### config.mk
export PLATFORM = sky130hd
export DESIGN_NAME = mul_operand_sequencer
export DESIGN_NICKNAME = d
export VERILOG_FILES = /design/src/rtl/mul_operand_sequencer.sv
export SDC_FILE = /design/constraint.sdc
export NUM_CORES = 1
export LEC_CHECK = 0
export CAP_MARGIN = 20
export CORE_ASPECT_RATIO = 0.5
export CORE_MARGIN = 2
export CORE_UTILIZATION = 44
export CTS_CLUSTER_DIAMETER = 150
export DETAILED_ROUTE_END_ITERATION = 7
export PLACE_DENSITY = 0.79
export SYNTH_ARGS = -nofsm -noshare
export SYNTH_HDL_FRONTEND = slang
export SYNTH_SLANG_ARGS = --single-unit
### constraint.sdc
create_clock -name clk -period 2.8 [get_ports clk]
set_clock_uncertainty 0.1 [all_clocks]
set_input_delay 0.84 -clock clk [delete_from_list [all_inputs] [get_ports clk]]
set_output_delay 0.84 -clock clk [all_outputs]
set_load 0.03 [all_outputs]
### src/rtl/mul_operand_sequencer.sv
// Operand sequencer in front of the repeated-addition multiplier.
// Feeds A then B on the shared bus, buffers the product, flags timeouts.
module mul_operand_sequencer #(
  parameter int W       = 16,
  parameter int TIMEOUT = 1024,
  parameter int CW      = 11
) (
  input  logic         clk,
  input  logic         rst_n,
  input  logic         in_valid,
  output logic         in_ready,
  input  logic [W-1:0] in_a,
  input  logic [W-1:0] in_b,
  output logic         mul_start,
  output logic [W-1:0] mul_data,
  input  logic         mul_ld_a,
  input  logic         mul_ld_b,
  input  logic         mul_done,
  input  logic [W-1:0] mul_product,
  output logic         out_valid,
  input  logic         out_ready,
  output logic [W-1:0] out_product,
  output logic         busy,
  output logic         err_timeout
);

  typedef enum logic [1:0] {
    S_IDLE,
    S_LOAD_A,
    S_LOAD_B,
    S_RUN
  } state_t;

  localparam logic [CW-1:0] TMO = CW'(TIMEOUT);

  state_t        state_q, state_d;
  logic [W-1:0]  a_q, a_d;
  logic [W-1:0]  b_q, b_d;
  logic [CW-1:0] cnt_q, cnt_d;
  logic          pend_q, pend_d;
  logic          done_q;
  logic          start_q, start_d;
  logic [W-1:0]  data_q, data_d;
  logic          rdy_q, rdy_d;
  logic          busy_q, busy_d;
  logic          ov_q, ov_d;
  logic [W-1:0]  prod_q, prod_d;
  logic          err_q, err_d;

  logic          done_rise;
  logic          buf_free;
  logic [CW-1:0] cnt_inc;
  logic          at_limit;
  logic          cap;
  logic          tmo;

  assign done_rise = mul_done & ~done_q;
  assign buf_free  = ~ov_q | out_ready;
  assign cnt_inc   = (cnt_q == TMO) ? cnt_q : cnt_q + 1'b1;
  assign at_limit  = (cnt_inc == TMO);

  always_ff @(posedge clk) begin
    if (!rst_n) begin
      state_q <= S_IDLE;
      a_q     <= '0;
      b_q     <= '0;
      cnt_q   <= '0;
      pend_q  <= 1'b0;
      done_q  <= 1'b0;
      start_q <= 1'b0;
      data_q  <= '0;
      rdy_q   <= 1'b1;
      busy_q  <= 1'b0;
      ov_q    <= 1'b0;
      prod_q  <= '0;
      err_q   <= 1'b0;
    end else begin
      state_q <= state_d;
      a_q     <= a_d;
      b_q     <= b_d;
      cnt_q   <= cnt_d;
      pend_q  <= pend_d;
      done_q  <= mul_done;
      start_q <= start_d;
      data_q  <= data_d;
      rdy_q   <= rdy_d;
      busy_q  <= busy_d;
      ov_q    <= ov_d;
      prod_q  <= prod_d;
      err_q   <= err_d;
    end
  end

  always_comb begin
    state_d = state_q;
    a_d     = a_q;
    b_d     = b_q;
    cnt_d   = cnt_q;
    pend_d  = pend_q;
    cap     = 1'b0;
    tmo     = 1'b0;
    unique case (state_q)
      S_IDLE: begin
        if (in_valid) begin
          a_d     = in_a;
          b_d     = in_b;
          cnt_d   = '0;
          state_d = S_LOAD_A;
        end
      end
      S_LOAD_A: begin
        cnt_d = cnt_inc;
        if (at_limit)      tmo     = 1'b1;
        else if (mul_ld_a) state_d = S_LOAD_B;
      end
      S_LOAD_B: begin
        cnt_d = cnt_inc;
        if (at_limit)      tmo     = 1'b1;
        else if (mul_ld_b) state_d = S_RUN;
      end
      S_RUN: begin
        cnt_d = cnt_inc;
        // A seen completion is never overridden by the timeout.
        if (done_rise || pend_q) begin
          if (buf_free) begin
            cap     = 1'b1;
            pend_d  = 1'b0;
            state_d = S_IDLE;
          end else begin
            pend_d  = 1'b1;
          end
        end else if (at_limit) begin
          tmo = 1'b1;
        end
      end
      default: state_d = S_IDLE;
    endcase
    if (tmo) state_d = S_IDLE;
  end

  always_comb begin
    start_d = (state_d == S_LOAD_A);
    rdy_d   = (state_d == S_IDLE);
    busy_d  = (state_d != S_IDLE);
    data_d  = '0;
    unique case (state_d)
      S_LOAD_A: data_d = a_d;
      S_LOAD_B: data_d = b_d;
      default:  data_d = '0;
    endcase
    ov_d   = cap | (ov_q & ~out_ready);
    prod_d = cap ? mul_product : prod_q;
    err_d  = err_q | tmo;
  end

  assign in_ready    = rdy_q;
  assign mul_start   = start_q;
  assign mul_data    = data_q;
  assign out_valid   = ov_q;
  assign out_product = prod_q;
  assign busy        = busy_q;
  assign err_timeout = err_q;

endmodule

==> summary.txt <==
STA
  – Endpoints failing hold: 0
  – Hold_ws: ~350 ps
  – RSZ-0062 raised after global routing: true
  – Post-layout min period: 2920 ps
  – Slew @ Worst Pin: between 500 and 600 ps
  – Max-slew headroom: between 60% and 70%
  – Setup ws final: -121 ps
  – Slew Viols, Final: 0
  – Setup violators final: 16
  – Max Clk Rate: 0.342 GHz
  – Fin crit share: 104%

Power and ir drop
  – Leak: ~0.0022 µW
  – Max VDD drop: about 0.35 mV
  – Power density cells: between 500 and 600 mW/mm²
  – Total Power: 3200 µW

Yosys
  – Adder-cell share of the synthesized area: roughly 3.5%
  – Compound-Gate Fraction of Synth Area: approximately an eighth
  – EDFF count, synth: 0
  – Syn Nets: about 460
  – Top_reg_cell synth: dfxtp_1
  – Post-synth cell types: between 50 and 60
  – Synth Area in XOR/XNOR: 0.243%
  – Simple-Gate Fraction of Synth Area: 21.7%
  – Cells after Synth: approximately 390
  – Largest family of logic cells by synthesized area: simple AND/OR/NAND/NOR gates
  – Share of the synthesized area in the top cell type: between 40 and 50%
  – Dominant cell type by area after synthesis: dfxtp_1
  – Mux contribution to synthesized area: 10.3%
  – Register bit total from synthesis: 84
  – Post-Syn Area per Cell: 9.16 µm²
  – Async SR Flop Fraction: 0%
  – Seq/Total Area, Yosys: roughly 47%
  – Largest cells by area after synthesis: dfxtp_1 (47%), mux2i_1 (6.4%), nor2_1 (5.3%), nand2_1 (4.4%), a21oi_1 (3.7%)
  – Syn. warnings: 0
  – Cell Area, Synth: 0.00361 mm²

Routing
  – DRT iter0 DRCs: 130
  – Met1 wire length: 4220 µm
  – Drt pass-1 iters: 4
  – Total Wirelength: between 10000 and 15000 µm
  – Vias per inst: between 5 and 6
  – Met2 Wirelength: about 5400 µm
  – Routed len/inst: ~16 µm
  – Remaining antenna violation count: 0
  – Via count: between 3000 and 4000
  – DRC: 0
  – Highest routed metal layer: met4
  – Met3 wire len: approximately 430 µm

Run status
  – Violated checks: negative setup slack
  – Status: complete, but fails checks

Setup path
  – Crit Path Max Fanout: 5
  – RR Endpoint: mul_data[7]
  – CP startpoint kind: register
  – Crit path DAT: ~3100 ps
  – CP Data Required Time: 2940 ps
  – R2R Setup Slk: -120 ps
  – Crit. End Element: register
  – FF-to-FF path depth: 14
  – Critical path class: reg2reg
  – Worst reg2reg startpoint: cnt_q[0]

Global routing
  – First-pass GRT wire length: between 10000 and 15000 µm
  – Antenna violations before repair: 0
  – Via count of the first global-routing pass: between 3000 and 4000
  – Total gr overflow: 0
  – Largest net degree at the start of global routing: 44
  – All-Layer GR Usage: approximately a fifth

Place
  – Post-detail-place hpwl: approximately 6000 µm
  – I/O Buffers: 91
  – Final Wtd Congestion: 0.866
  – DP Worst Slack: -513 ps

Clock tree
  – Max clock buf depth: 2
  – H-tree Lvls: 3
  – CTS Sinks: 84
  – CTS tree: done
  – CTS Hold Bufs: 0
  – Clock Tree Root: clkbuf_16
  – Clock Latency Late Sink: approximately 340 ps
  – Num CTS Buffers: 9
  – Clk pin slew, worst setup/hold paths: ~60 ps

Final layout
  – Layout cells sized above 1: about a quarter
  – Fill count: 557
  – Post-route core utilization: between 60% and 70%
  – Nets: about 580
  – Area growth, synth to finish: 54.0%
  – Antenna diodes: 0

Floorplan
  – Die area: between 0.008 and 0.009 mm²
  – Die X: 132 µm
  – Core area: between 0.007 and 0.008 mm²
  – Starting Density: between 40% and 50%
  – Top Ports: 92
  – Rows: 23
  – Die height: 68.0 µm

Min path
  – Worst Hold Depth: 2
  – WHS Endpoint: out_product[13]
  – Hold Crit Start: out_product[13]
  – Hold Path Class: reg2reg

Run
  – Total of max-cap violations: 0
## placed cells by master (no fill, tap or decap), types with 7 or more instances in the layout
cell type	synthesis	final
clkbuf_16	0	10
dfxtp_1	84	80
mux2i_1	23	23
a21oi_1	27	27
o21ai_0	13	11
nor2b_1	13	8
and2_1	12	11
mux2_2	10	10
nor2_1	51	48
clkdlybuf4s50_1	0	90
buf_4	1	36
nand2_1	42	40
inv_1	11	7
## power by group
part           switching, µW  total (µW)  internal, µW  leakage (µW)
combinational            281         571           290       0.00131
clock                    480        1360           877      0.000164
sequential              19.4        1270          1250      0.000686
## synth_stat cells, types with 2 or more instances
cell type	count
o22ai_1	11
mux2i_1	23
nand2b_1	3
dfxtp_1	84
o32ai_1	2
buf_1	2
nor2_1	51
nor2b_1	13
o211ai_1	2
o21ai_0	13
and3_4	2
buf_6	3
o21a_1	2
nand2_1	42
clkbuf_1	12
nand4_1	4
inv_1	11
a22oi_1	10
ha_1	10
nor3_1	6
nor4_1	2
a21oi_1	27
mux2_2	10
buf_2	3
o31a_1	3
and3_1	2
mux2_4	2
nand3_1	5
and2_1	12
## worst max-delay path, cell delays in order, from the launching register on
cell	delay [ps]
dfxtp_2	340
inv_2	70
ha_4	130
nor4bb_4	230
and3_4	240
mux2_4	330
and4_4	190
o31a_1	300
and2_4	170
buf_6	110
ha_4	160
inv_4	90
clkbuf_16	150
o22ai_1	70
nor2b_1	140
## sequential cells by signal (all words and copies together), names as in the netlist, 2 cells and up
signal and count:
out_product 16, cnt_q 11, b_q 16, state_q 2
a_q 16, mul_data 16
## cell type report
cell class | instances | area (µm²) | share of cell area [%]
Clock buffer | 11 | 233 | 4.19
Tap cell | 112 | 140 | 2.52
Sequential cell | 84 | 1690 | 30.3
Inverter | 12 | 50.0 | 0.900
Multi-Input combinational cell | 276 | 2020 | 36.3
Timing Repair Buffer | 135 | 1320 | 23.8
Clock inverter | 5 | 108 | 1.94
## timing repair
item,CTS,global route
gates resized for setup,24,43
pin swaps,13,19
cloned,1,1
setup endpoints to repair,16,19
hold endpoints to repair,0,0
buffers inserted,12,4
## worst max-delay path by stage
stage          startpoint            to  depth (start not counted)
5_1_grt          cnt_q[0]   mul_data[7]                         14
3_3_place_gp     mul_done  mul_data[13]                         12
3_5_place_dp     mul_done  mul_data[13]                         12
2_1_floorplan    mul_done  mul_data[10]                         11
6_report         cnt_q[0]   mul_data[7]                         14
4_1_cts          cnt_q[0]  mul_data[15]                         14
## through the flow
step / area, µm² / instances / TNS [ps]
3_5_place_dp: 4830 / 604 / -7480
2_1_floorplan: 3630 / 394 / -0.0178
6_report: 5560 / 635 / -1270
5_1_grt: 5560 / 635 / -2580
4_1_cts: 5390 / 633 / -792
3_3_place_gp: 4830 / 604 / -5890
## routing by layer
| metal | track usage (%) | vias up |
|---|---|---|
| li1 | - | 1608 |
| met1 | 22.4 | 1565 |
| met2 | 39.6 | 80 |
| met3 | 6.44 | 17 |
| met4 | 6.66 | 0 |
| met5 | 0 | - |
## cells by family (layout without fill, tap and decap cells)
kind of cell    after synthesis  after routing
simple gates                155            155
flops                        84             84
compound gates               75             75
mux                          35             35
buf+inv                      34            163
fa+ha+maj                    10             10
xor+xnor                      1              1
Note: power is estimated with default switching activity, not from simulation.
